`src/rtl/fsm_latch_arbiter_pkg.sv`:
```
// Shared constants for the latch arbiter: latch FSM command codes and controller state encoding.
package fsm_latch_arbiter_pkg;

  localparam logic [2:0] CODE_IDLE = 3'b000;
  localparam logic [2:0] CODE_SET  = 3'b011;
  localparam logic [2:0] CODE_CLR  = 3'b100;

  localparam logic [1:0] ST_IDLE  = 2'd0;
  localparam logic [1:0] ST_ISSUE = 2'd1;
  localparam logic [1:0] ST_CHECK = 2'd2;
  localparam logic [1:0] ST_DONE  = 2'd3;

  function automatic logic [2:0] op_code(input logic op);
    return op ? CODE_SET : CODE_CLR;
  endfunction

endpackage

```
`src/rtl/fsm_latch_arbiter_rr_arbiter.sv`:
```
// Combinational round-robin pick: first set request at or above ptr, wrapping to 0.
module fsm_latch_arbiter_rr_arbiter #(
  parameter int N_REQ = 4
) (
  input  logic [N_REQ-1:0]         req,
  input  logic [$clog2(N_REQ)-1:0] ptr,
  output logic [N_REQ-1:0]         pick,
  output logic                     valid
);

  localparam int PTR_W = $clog2(N_REQ);

  function automatic logic [PTR_W-1:0] rot_idx(input logic [PTR_W-1:0] base, input int off);
    int s;
    s = int'(base) + off;
    if (s >= N_REQ) s = s - N_REQ;
    return PTR_W'(s);
  endfunction

  always_comb begin
    pick  = '0;
    valid = 1'b0;
    for (int i = 0; i < N_REQ; i++) begin
      if (!valid && req[rot_idx(ptr, i)]) begin
        pick[rot_idx(ptr, i)] = 1'b1;
        valid = 1'b1;
      end
    end
  end

endmodule

```
`src/rtl/fsm_latch_arbiter.sv`:
```
// Round-robin arbiter sharing one set/clear latch FSM; drives codes, verifies latch_out, then grants.
// Optional macro FSM_LATCH_SKIP_REDUNDANT_EN: skip ISSUE/CHECK when the latch already holds the requested value.
module fsm_latch_arbiter
  import fsm_latch_arbiter_pkg::*;
#(
  parameter int N_REQ       = 4,
  parameter int HOLD_CYCLES = 1,
  parameter int TIMEOUT     = 8
) (
  input  logic             clock,
  input  logic             reset,
  input  logic [N_REQ-1:0] req,
  input  logic [N_REQ-1:0] req_set,
  output logic [2:0]       code_out,
  input  logic             latch_out,
  output logic [N_REQ-1:0] gnt,
  output logic             err,
  output logic             busy
);

  localparam int PTR_W  = $clog2(N_REQ);
  localparam int HOLD_W = $clog2(HOLD_CYCLES + 1);
  localparam int TMO_W  = $clog2(TIMEOUT + 1);

  logic [1:0]       state_q, state_d;
  logic [PTR_W-1:0] ptr_q, ptr_d;
  logic [PTR_W-1:0] win_q, win_d;
  logic             op_q, op_d;
  logic [HOLD_W-1:0] hold_q, hold_d;
  logic [TMO_W-1:0] tmo_q, tmo_d;
  logic [2:0]       code_q, code_d;
  logic [N_REQ-1:0] gnt_q, gnt_d;
  logic             err_q, err_d;

  logic [N_REQ-1:0] pick;
  logic             pick_vld;
  logic [PTR_W-1:0] pick_idx;

  fsm_latch_arbiter_rr_arbiter #(.N_REQ(N_REQ)) u_rr (
    .req   (req),
    .ptr   (ptr_q),
    .pick  (pick),
    .valid (pick_vld)
  );

  always_comb begin
    pick_idx = '0;
    for (int i = 0; i < N_REQ; i++) begin
      if (pick[i]) pick_idx = PTR_W'(i);
    end
  end

  always_comb begin
    state_d = state_q;
    ptr_d   = ptr_q;
    win_d   = win_q;
    op_d    = op_q;
    hold_d  = hold_q;
    tmo_d   = tmo_q;
    code_d  = CODE_IDLE;
    gnt_d   = '0;
    err_d   = 1'b0;
    case (state_q)
      ST_IDLE: begin
        if (pick_vld) begin
          win_d = pick_idx;
          op_d  = req_set[pick_idx];
`ifdef FSM_LATCH_SKIP_REDUNDANT_EN
          if (latch_out == req_set[pick_idx]) begin
            state_d = ST_DONE;
            gnt_d   = pick;
          end else begin
            state_d = ST_ISSUE;
            code_d  = op_code(req_set[pick_idx]);
            hold_d  = HOLD_W'(1);
          end
`else
          state_d = ST_ISSUE;
          code_d  = op_code(req_set[pick_idx]);
          hold_d  = HOLD_W'(1);
`endif
        end
      end
      ST_ISSUE: begin
        // hold_q counts code cycles already on the bus, including the one now showing
        if (hold_q == HOLD_W'(HOLD_CYCLES)) begin
          state_d = ST_CHECK;
          tmo_d   = '0;
        end else begin
          hold_d = hold_q + HOLD_W'(1);
          code_d = op_code(op_q);
        end
      end
      ST_CHECK: begin
        if (latch_out == op_q) begin
          state_d      = ST_DONE;
          gnt_d[win_q] = 1'b1;
        end else if (tmo_q == TMO_W'(TIMEOUT - 1)) begin
          state_d      = ST_DONE;
          gnt_d[win_q] = 1'b1;
          err_d        = 1'b1;
        end else begin
          tmo_d = tmo_q + TMO_W'(1);
        end
      end
      ST_DONE: begin
        state_d = ST_IDLE;
        ptr_d   = (win_q == PTR_W'(N_REQ - 1)) ? '0 : win_q + PTR_W'(1);
      end
      default: state_d = ST_IDLE;
    endcase
  end

  always_ff @(posedge clock) begin
    if (reset) begin
      state_q <= ST_IDLE;
      ptr_q   <= '0;
      hold_q  <= '0;
      tmo_q   <= '0;
      code_q  <= CODE_IDLE;
      gnt_q   <= '0;
      err_q   <= 1'b0;
    end else begin
      state_q <= state_d;
      ptr_q   <= ptr_d;
      hold_q  <= hold_d;
      tmo_q   <= tmo_d;
      code_q  <= code_d;
      gnt_q   <= gnt_d;
      err_q   <= err_d;
    end
    win_q <= win_d;
    op_q  <= op_d;
  end

  assign code_out = code_q;
  assign gnt      = gnt_q;
  assign err      = err_q;
  assign busy     = (state_q != ST_IDLE);

endmodule

```
`config.mk`:
```
export PLATFORM = sky130hd
export DESIGN_NAME = fsm_latch_arbiter
export DESIGN_NICKNAME = d
export VERILOG_FILES = /design/src/rtl/fsm_latch_arbiter_pkg.sv /design/src/rtl/fsm_latch_arbiter_rr_arbiter.sv /design/src/rtl/fsm_latch_arbiter.sv
export SDC_FILE = /design/constraint.sdc
export NUM_CORES = 1
export LEC_CHECK = 0
export BUFFER_PORTS_ARGS = -buffer_cell sky130_fd_sc_hd__buf_2
export CORE_UTILIZATION = 45
export DETAILED_ROUTE_END_ITERATION = 6
export PLACE_DENSITY = 0.75
export SLEW_MARGIN = 25
export SYNTH_ARGS = -nofsm -noshare
export SYNTH_HDL_FRONTEND = slang
export SYNTH_HIERARCHICAL = 1
export SYNTH_SLANG_ARGS = --single-unit
export TNS_END_PERCENT = 50
```
`constraint.sdc`:
```
create_clock -name clock -period 2.8 [get_ports clock]
set_input_delay 0.56 -clock clock [delete_from_list [all_inputs] [get_ports clock]]
set_output_delay 0.56 -clock clock [all_outputs]
set_load 0.005 [all_outputs]
```
==> flow_summary.json <==
{
  "hold_class": "reg2reg",
  "synthCells": 154,
  "gp_congestion": 0.843,
  "p_leak_uw": 0.000652,
  "wl_met1_mm": 1.31,
  "dpl-instance-area_mm2": 0.00151,
  "vias_per_cell": 5.69,
  "powerDensity_mw_per_mm2": 666,
  "max_cap_viol_count": 0,
  "worstSetupStartpointType": "register",
  "worst_slew_pin_slew_ns": 0.451,
  "cts_buffers": 3,
  "synth_nets": 180,
  "vias": 1149,
  "grt_pass1_wl_mm": 4.57,
  "drc": 2,
  "required_ns": 3.05,
  "clkPwrFrac_pct": 13.5,
  "grt_max_degree": 21,
  "worst-setup-path-type": "reg2reg",
  "rsz0062_at_grt": "false",
  "htreeDepth": 1,
  "drt-total-wl_mm": 2.71,
  "finalHoldViolCount": 0,
  "skew_ns": 0.00192,
  "crit_path_max_incr_delay_ns": 0.41,
  "fin_area_mm2": 0.00154,
  "row_count": 19,
  "die_x_um": 58.0,
  "antenna_found_initial": 0,
  "die_h_um": 58.0,
  "p_switching_uw": 423,
  "status": "complete, but fails checks",
  "fmax_ghz": 0.384,
  "ir_drop_mv": 0.322,
  "port_buffers": 19,
  "crit_family": "compound AO/OA/AOI/OAI gates",
  "cp-end-kind": "register",
  "avgSynthCellArea_um2": 9.17,
  "critPathArrivalTime_ns": 2.85,
  "track_usage_pct": 17.3,
  "drt_iter0_drc": 40,
  "crit_chain": "inv_1, ha_1, mux2i_2, mux2_2, a211oi_1, o2bb2ai_1, mux2i_1, a221oi_1, a22o_1",
  "area_growth_pct": 9.03,
  "p_sw_share_pct": 41.2,
  "clockBufferDepth": 2,
  "cts_tree": "done",
  "slew_violations": 0,
  "final_nets": 198,
  "cp_slowest_cell": "ha_1",
  "combPwrFrac_pct": 47.3,
  "p_seq_share_pct": 39.2,
  "power.internal_uw": 603,
  "dieArea_mm2": 0.00337,
  "clk_latency_ns": 0.29,
  "layout_min_cycle_time_ns": 2.60,
  "critPathBufInv": 1,
  "top_layer_used": "met4",
  "dr_wl_met2_mm": 1.29,
  "io_pins": 20,
  "timing.setup.tns_ns": 0,
  "num_antenna_cells": 0,
  "grt_overflow": 0,
  "placeableCoreArea_mm2": 0.00285,
  "root_buffer": "clkbuf_4",
  "failed_checks": "design-rule violations",
  "grt_pass1_vias": 1031,
  "clock_sinks": 19,
  "crit_fanout": 6,
  "drive_gt1_share_pct": 23.4,
  "initial_core_util_pct": 49.5,
  "final-setup-viol-count": 0,
  "syn-cell-area_mm2": 0.00141,
  "post_layout_nonfiller_instances": 202,
  "clk_pin_slew_ns": 0.11,
  "ant_nets": 0,
  "routed-wl-met3_um": 81,
  "dp_cells": 198,
  "slew_headroom_pct": 69.7,
  "yosysWarnings": 6,
  "post-route-period-util_pct": 93.0,
  "drtPass1Iterations": 6,
  "dp_hpwl_mm": 2.10,
  "cts_setup_buffers": 0,
  "routedWlPerCell_um": 13.4
}
==> flip-flops by register name, summed over array words and instances, names as in the netlist <==
signal and cells:
tmo_q 4, op_q 1, hold_q 1, win_q 2
state_q 2, gnt 4, code_out 2, ptr_q 2
err 1
==> cell type report <==
cell class,count,area (um^2)
fill,259,1310
multi-input combinational,114,905
clock buffer,3,22.5
sequential,19,410
inverter,13,48.8
tap,31,38.8
timing repair buffer,21,110
clock inverter,1,5.00
==> per-layer routing <==
layer | up-vias | GRT usage, %
li1 | 586 | -
met1 | 539 | 24.8
met2 | 22 | 27.1
met5 | - | 0
met4 | 0 | 3.74
met3 | 2 | 3.35
==> placed cells by master (no fill, tap or decap), drive strengths merged, types with 4 or more instances in the layout <==
| cell type | count |
|---|---|
| mux2i | 13 |
| inv | 13 |
| nand2b | 7 |
| nand2 | 7 |
| ha | 15 |
| nor2 | 15 |
| a21oi | 4 |
| dfxtp | 16 |
| buf | 21 |
| nand3 | 4 |
| a211oi | 4 |
| and3 | 4 |
| o22ai | 5 |
==> what timing repair did <==
action | in CTS | in global routing
endpoints found under the setup margin | 0 | 3
resized for setup | 0 | 1
hold buffers | 0 | 0
==> final timing paths <==
path	from	to	slack, ns	cells past startpoint
worst min register to register	tmo_q[1]	tmo_q[1]	0.53	2
worst min-delay path	tmo_q[1]	tmo_q[1]	0.53	2
worst max register to register	ptr_q[0]	code_out[1]	0.20	9
worst max-delay path	ptr_q[0]	code_out[1]	0.20	9
==> power by group through the flow <==
| stage | Clock [uW] | Combinational (uW) | Sequential (uW) |
|---|---|---|---|
| final | 139 | 485 | 402 |
| after global routing | 156 | 551 | 412 |
| after CTS | 141 | 480 | 402 |
| after detailed placement | 0 | 478 | 409 |
| after global placement | 0 | 459 | 404 |
| after floorplan | 0 | 358 | 403 |
==> stage by stage <==
stage / hold slack (ns) / utilization, % / setup WS (ns) / power [uW]
6_report: 0.528 / 54.0 / 0.196 / 1030
5_1_grt: 0.558 / 54.0 / 0.0192 / 1120
4_1_cts: 0.531 / 53.9 / 0.173 / 1020
3_5_place_dp: 0.507 / 52.9 / 0.161 / 886
3_3_place_gp: 0.497 / 52.9 / 0.242 / 862
2_1_floorplan: 0.473 / - / 0.278 / 761
==> tightest hold or removal path, stage by stage (launching register included) <==
cell and delay (ns):
dfxtp_1 0.35, nand2b_1 0.07, o21bai_1 0.07
(Power assumes the default switching activity.)
